--- src/rtl/dispatch_buffer.sv ---
// In-order dispatch buffer: a circular FIFO of decoded instructions that issues the
// oldest entry to one execution unit, holding privileged ops until the back end is idle.
package cvw;
    typedef struct packed {
        int unsigned XLEN;
    } cvw_t;
    localparam cvw_t CVW_DEFAULT = '{XLEN: 32};
endpackage

module dispatch_buffer #(
    parameter cvw::cvw_t P     = cvw::CVW_DEFAULT,
    parameter int        DEPTH = 4
) (
    input  logic                         clk,
    input  logic                         reset,
    input  logic                         FlushD,
    input  logic                         InstrValidD,
    input  logic [31:0]                  InstrD,
    input  logic [P.XLEN-1:0]            PCD,
    input  logic                         IEUOp,
    input  logic                         MDUOp,
    input  logic                         CryptoOp,
    input  logic                         FPUOp,
    input  logic                         MemOp,
    input  logic                         PrivOp,
    output logic                         DispatchReadyD,
    output logic [31:0]                  IssueInstr,
    output logic [P.XLEN-1:0]            IssuePC,
    output logic [5:0]                   IssueValid,
    input  logic [5:0]                   UnitReady,
    input  logic                         PipeIdle,
    output logic [$clog2(DEPTH+1)-1:0]   BufCount
);

    localparam int PW   = $clog2(DEPTH);
    localparam int CW   = $clog2(DEPTH + 1);
    localparam int XLEN = P.XLEN;

    logic [31:0]     instrMem_q [DEPTH];
    logic [XLEN-1:0] pcMem_q    [DEPTH];
    logic [5:0]      typeMem_q  [DEPTH];

    logic [PW-1:0] wrPtr_q, wrPtr_d;
    logic [PW-1:0] rdPtr_q, rdPtr_d;
    logic [CW-1:0] count_q, count_d;

    logic       full, empty, enq, deq, gate;
    logic [5:0] rawType, inType, headType;

    assign rawType = {IEUOp, MDUOp, CryptoOp, FPUOp, MemOp, PrivOp};

    // Stored class is always one-hot: highest flag wins, no flag means IEU.
    always_comb begin
        inType = 6'b100000;
        casez (rawType)
            6'b1?????: inType = 6'b100000;
            6'b01????: inType = 6'b010000;
            6'b001???: inType = 6'b001000;
            6'b0001??: inType = 6'b000100;
            6'b00001?: inType = 6'b000010;
            6'b000001: inType = 6'b000001;
            default:   inType = 6'b100000;
        endcase
    end

    assign full           = (count_q == CW'(DEPTH));
    assign empty          = (count_q == '0);
    assign DispatchReadyD = ~full & ~reset;
    assign enq            = InstrValidD & DispatchReadyD;

    assign headType   = typeMem_q[rdPtr_q];
    assign gate       = ~headType[0] | PipeIdle;
    assign IssueValid = headType & {6{~empty & gate}};
    assign deq        = |(IssueValid & UnitReady);

    assign IssueInstr = instrMem_q[rdPtr_q];
    assign IssuePC    = pcMem_q[rdPtr_q];
    assign BufCount   = count_q;

    always_comb begin
        wrPtr_d = wrPtr_q;
        rdPtr_d = rdPtr_q;
        count_d = count_q;
        if (reset | FlushD) begin
            wrPtr_d = '0;
            rdPtr_d = '0;
            count_d = '0;
        end else begin
            if (enq) wrPtr_d = wrPtr_q + 1'b1;
            if (deq) rdPtr_d = rdPtr_q + 1'b1;
            case ({enq, deq})
                2'b10:   count_d = count_q + 1'b1;
                2'b01:   count_d = count_q - 1'b1;
                default: count_d = count_q;
            endcase
        end
    end

    always_ff @(posedge clk) begin
        wrPtr_q <= wrPtr_d;
        rdPtr_q <= rdPtr_d;
        count_q <= count_d;
    end

    // Storage is cleared on reset only so the head outputs are never unknown.
    always_ff @(posedge clk) begin
        if (reset) begin
            for (int i = 0; i < DEPTH; i++) begin
                instrMem_q[i] <= '0;
                pcMem_q[i]    <= '0;
                typeMem_q[i]  <= '0;
            end
        end else if (enq & ~FlushD) begin
            instrMem_q[wrPtr_q] <= InstrD;
            pcMem_q[wrPtr_q]    <= PCD;
            typeMem_q[wrPtr_q]  <= inType;
        end
    end

endmodule

--- config.mk ---
export PLATFORM = sky130hd
export DESIGN_NAME = dispatch_buffer
export DESIGN_NICKNAME = d
export VERILOG_FILES = /design/src/rtl/dispatch_buffer.sv
export SDC_FILE = /design/constraint.sdc
export NUM_CORES = 1
export LEC_CHECK = 0
export BUFFER_PORTS_ARGS = -buffer_cell sky130_fd_sc_hd__buf_2
export CAP_MARGIN = 20
export CELL_PAD_IN_SITES_DETAIL_PLACEMENT = 2
export CELL_PAD_IN_SITES_GLOBAL_PLACEMENT = 2
export CORE_MARGIN = 3
export CORE_UTILIZATION = 40
export CTS_CLUSTER_DIAMETER = 30
export DETAILED_ROUTE_END_ITERATION = 16
export GPL_ROUTABILITY_DRIVEN = 0
export MAX_ROUTING_LAYER = met4
export PLACE_DENSITY = 0.78
export SLEW_MARGIN = 10
export SYNTH_ARGS = -nofsm -noshare
export SYNTH_HDL_FRONTEND = slang
export SYNTH_SLANG_ARGS = --single-unit
--- constraint.sdc ---
create_clock -name clk -period 4.6 [get_ports clk]
set_clock_uncertainty 0.1 [all_clocks]
set_input_delay 1.15 -clock clk [delete_from_list [all_inputs] [get_ports clk]]
set_output_delay 1.15 -clock clk [all_outputs]
set_load 0.005 [all_outputs]
* Word level (Yosys, flattened, before mapping)
Memory sizes are Yosys's and may differ from the RTL's. A register that Yosys moved wholly into a read port is not among the register bits.
Index checks and enable logic that the tools add are counted.
** Cells by class
- Reduce and logical (&&, ||, !) cells :: 6
- Add/subtract/negate cells :: 4
- Muxes and demuxes :: 22
- Equal/unequal tests :: 8
- Bitwise operators :: 13
** Operators with widths (number)
- 32-bit two-way mux :: 2
- 32-bit OR reduction :: 2
- 6-bit one-hot mux with 5 select lines :: 1
- 2-bit two-way mux :: 9
- 6-bit AND :: 2
- 6-bit OR reduction :: 2
- 1-bit two-way mux :: 8
- 6-bit by 1-bit == test with 1-bit output (second input constant) :: 1
- 6-bit two-way mux :: 1
- 3-bit one-hot mux with 2 select lines :: 1
- 5-bit by 1-bit == test with 1-bit output (second input constant) :: 1
- 1-bit inverter :: 5
- 2-bit by 1-bit adder with 2-bit output (second input constant) :: 2
- 1-bit AND :: 4
- 2-bit by 1-bit == test with 1-bit output (second input constant) :: 2
- 4-bit by 1-bit == test with 1-bit output (second input constant) :: 1
- 3-bit by 1-bit adder with 3-bit output (second input constant) :: 1
- 3-bit by 1-bit == test with 1-bit output (second input constant) :: 1
- 3-bit == test (second input constant) :: 1
- 3-bit logical NOT :: 1
- 3-bit by 1-bit subtractor with 3-bit output (second input constant) :: 1
- 2-bit == test (second input constant) :: 1
- 1-bit bitwise OR :: 2
- 2-bit nonzero test :: 1
** Storage, ports and cells
- Logic and storage cells :: 59
- Flip-flop bits (word level) :: 7
- Memories kept :: 3
- Bits in writable memories :: 280
- Bits of input ports :: 81
- Output and inout bits :: 74
** Memory list
- instrMem_q :: depth 4, bits a word 32, read ports 1, clocked after Yosys merged registers in 1, write ports 4, RTL line 39 : logic [31:0] instrMem_q [DEPTH];
- pcMem_q :: depth 4, bits a word 32, read ports 1, clocked after Yosys merged registers in 1, write ports 4, RTL line 40 : logic [XLEN-1:0] pcMem_q [DEPTH];
- typeMem_q :: depth 4, bits a word 6, read ports 1, clocked after Yosys merged registers in 1, write ports 4, RTL line 41 : logic [5:0] typeMem_q [DEPTH];

* Depth between registers and ports, before layout
- Depth in word-level cells :: 10
- Depth in mapped cells :: 10
- Mapped depth without buffers :: 9

* Least setup slack after synthesis
No wires, ideal clock.
- Kind :: input port to flip-flop
- Start :: in reset
- End :: mem instrMem_q[1][0] (enable)
- Buffers on the path :: 1
- Setup time :: 0.440 ns
- Arrival time :: 3.656 ns
- Data required time :: 4.060 ns
- Slack :: 0.404 ns
- Stages on the path :: 5
- Cells stage by stage :: nor4b_2 > nand2_1 > or2_2 > clkbuf_1 > nand2b_1
** RTL lines
- start: declaration :: RTL line 15 : input logic reset,
- end: declaration :: RTL line 39

==> results.json <==
{
  "rsz0062_at_grt": "false",
  "detailed_place_hpwl_mm": 21.80,
  "viasPerCell": 5.221,
  "worstPathRequired_ns": 3.35,
  "synth_seq_cells": 289,
  "syn-num-nets": 835,
  "die-width_um": 182.8,
  "dp.cells": 1275,
  "ys_seq_area_share_pct": 68.67,
  "routedWlPerCell_um": 26.88,
  "reg2reg_slack_ns": 1.27,
  "ys_types": 36,
  "setup_viol": 0,
  "drt_iter0_drc": 449,
  "root_buffer": "clkbuf_16",
  "overflow": 0,
  "initial_utilization_pct": 40.78,
  "drc": 0,
  "track_usage_pct": 23.43,
  "postSynthAreaPerCell_um2": 16.63,
  "cts.path.max_buffers": 3,
  "final_cells": 1402,
  "period_minus_slack_ns": 3.764,
  "grt_pass1_wl_mm": 56.30,
  "m1WireLength_mm": 15.57,
  "intPower_mw": 6.246,
  "yosysWarnings": 0,
  "cts.sinks": 289,
  "port_buffers": 154,
  "fin_nets": 1031,
  "cts_buffers": 67,
  "clock.fmax_mhz": 265.7,
  "p_switching_mw": 1.828,
  "critPathArrivalTime_ns": 2.51,
  "tightest_slew_ns": 0.7176,
  "cts_tree": "yes",
  "layout-drive-gt1-share_pct": 36.13,
  "cts_resized": 0,
  "die_h_um": 182.8,
  "critical_path_class": "flop to output pin",
  "grt_max_degree": 71,
  "hold_class": "flop to flop",
  "insertion_delay_ns": 0.54,
  "htreeDepth": 3,
  "r2r-end": "BufCount[2]",
  "layout_common_cells": "edfxtp_1, and2_1, buf_2, clkbuf_16, mux4_2",
  "r2r_cells": 9,
  "ios": 155,
  "wl_met2_mm": 19.53,
  "pwr-share-seq_pct": 37.9,
  "leakage_nw": 6.156,
  "critPathMaxFanout": 29,
  "dr.pass1.iters": 5,
  "p_sw_share_pct": 22.64,
  "p_comb_share_pct": 4.4,
  "rows": 64,
  "num-fill-cells": 2837,
  "clkSlewWorstSetupHoldPaths_ns": 0.05,
  "cp-endpoint": "IssuePC[3]",
  "outcome": "complete, no violations",
  "ctsHoldBuffers": 0,
  "cpMaxStageDelayCell": "dfxtp_4",
  "top_layer": "met4",
  "finalPower_mw": 8.074,
  "p_clk_share_pct": 57.7,
  "drv_slew": 0,
  "p_per_area_mw_per_mm2": 501.0,
  "syn_inst": 752,
  "peakVddDrop_v": 0.0002891,
  "grt_pass1_vias": 8526,
  "post-route-period-util_pct": 81.82,
  "slew-limit-headroom_pct": 52.05,
  "finalHoldViolCount": 0,
  "drt_wl_total_mm": 37.68,
  "setup_tns_ns": 0,
  "end_kind": "output pin",
  "synth_area_mm2": 0.01251,
  "syn_to_final_growth_pct": 28.87,
  "post_cts_buffers": 0,
  "worstPathCellList": "buf_4, mux4_2, buf_2",
  "die_area_mm2": 0.03342,
  "antenna_found_initial": 4,
  "cp-start-kind": "flop",
  "cap_violations": 0,
  "via_count": 7320,
  "wl_met3_mm": 1.962,
  "final_antenna_net_count": 0,
  "final_common_cell": "edfxtp_1",
  "core_mm2": 0.03067,
  "max_stage_delay_ns": 0.74
}
[per-stage QoR]
step | cell area [um2] | setup WS, ns | utilization [%] | hold slack (ns)
2_1_floorplan | 12510 | 0.4040 | - | 0.3902
3_3_place_gp | 13890 | 1.127 | 45.30 | 0.4047
3_5_place_dp | 13890 | 0.9547 | 45.30 | 0.4116
4_1_cts | 16110 | 0.7558 | 52.52 | 0.4442
5_1_grt | 16120 | 0.6289 | 52.55 | 0.4526
6_report | 16120 | 0.8362 | 52.55 | 0.4343
[area by class of cell]
type	instances	area [um2]	share of cell area, %
clock inverter	48	465.4	2.888
timing repair buffer	173	1013	6.288
antenna	4	10.01	0.06211
clock buffer	75	1749	10.85
tap	396	495.5	3.074
sequential	289	8596	53.33
multi-input combinational	412	3769	23.38
inverter	5	18.77	0.1165
[worst min-delay path by stage]
| stage | startpoint | endpoint | slack [ns] | depth (start not counted) |
|---|---|---|---|---|
| 2_1_floorplan | rdPtr_q[1] | flop | 0.39 | 2 |
| 3_3_place_gp | rdPtr_q[1] | flop | 0.40 | 2 |
| 3_5_place_dp | rdPtr_q[1] | flop | 0.41 | 2 |
| 4_1_cts | rdPtr_q[1] | flop | 0.44 | 2 |
| 5_1_grt | rdPtr_q[1] | flop | 0.45 | 2 |
| 6_report | rdPtr_q[1] | flop | 0.43 | 2 |
[critical path, delay by kind of cell (launching register included)]
| kind | cells | cell delay (ns) |
|---|---|---|
| multiplexers | 1 | 0.58 |
| flip-flops | 1 | 0.74 |
| buffers and inverters | 2 | 0.61 |
[registers in the layout, indices dropped and copies added (netlist names), named ones only]
register    count
typeMem_q      24
wrPtr_q         2
instrMem_q    128
pcMem_q       128
BufCount        3
rdPtr_q         2
[cells in the mapped netlist]
cell	instances	area, um2
a21o_4	1	15.01
a21oi_1	3	15.01
a22oi_1	3	22.52
a311oi_2	1	15.01
a31o_2	1	8.760
a31oi_2	1	12.51
and2_1	256	1602
and2b_1	4	30.03
buf_2	6	30.03
buf_4	1	7.510
buf_6	1	11.26
clkbuf_1	38	142.6
dfxtp_1	9	180.2
edfxtp_1	280	8408
fa_1	1	20.02
ha_1	1	12.51
inv_1	5	18.77
mux4_1	4	105.1
mux4_2	66	1486
nand2_1	5	18.77
nand2b_1	4	25.02
nand3_1	1	5.000
nand3b_1	3	22.52
nor2_1	36	135.1
nor2_2	1	6.260
nor2b_1	2	12.51
nor3_1	2	10.01
nor3_2	1	10.01
nor3b_1	1	7.510
nor4_1	1	6.260
nor4b_2	1	15.01
o21ai_0	1	5.000
or2_2	3	18.77
or3_1	2	12.51
xnor2_1	2	17.52
xor2_1	4	35.03
[power by group through the flow]
stage	Clock [mW]	Combinational, mW	Sequential (mW)
5_1_grt	4.89	0.388	3.07
4_1_cts	4.72	0.365	3.06
6_report	4.66	0.357	3.06
3_5_place_dp	0	0.358	3.10
2_1_floorplan	0	0.169	3.08
3_3_place_gp	0	0.344	3.09
[metal layers]
layer | vias up | track usage [%]
li1 | 3204 | -
met1 | 3834 | 28.99
met2 | 232 | 39.72
met3 | 50 | 4.522
met4 | 0 | 6.562
met5 | - | -
[cell families after synthesis]
logic type      synth area share (%)
buf+inv                        1.681
mux                            12.73
simple gates                   15.49
flops                          68.67
xor+xnor                      0.4202
compound gates                0.7502
fa+ha+maj                     0.2601
Power figures use the tool's default switching activity.
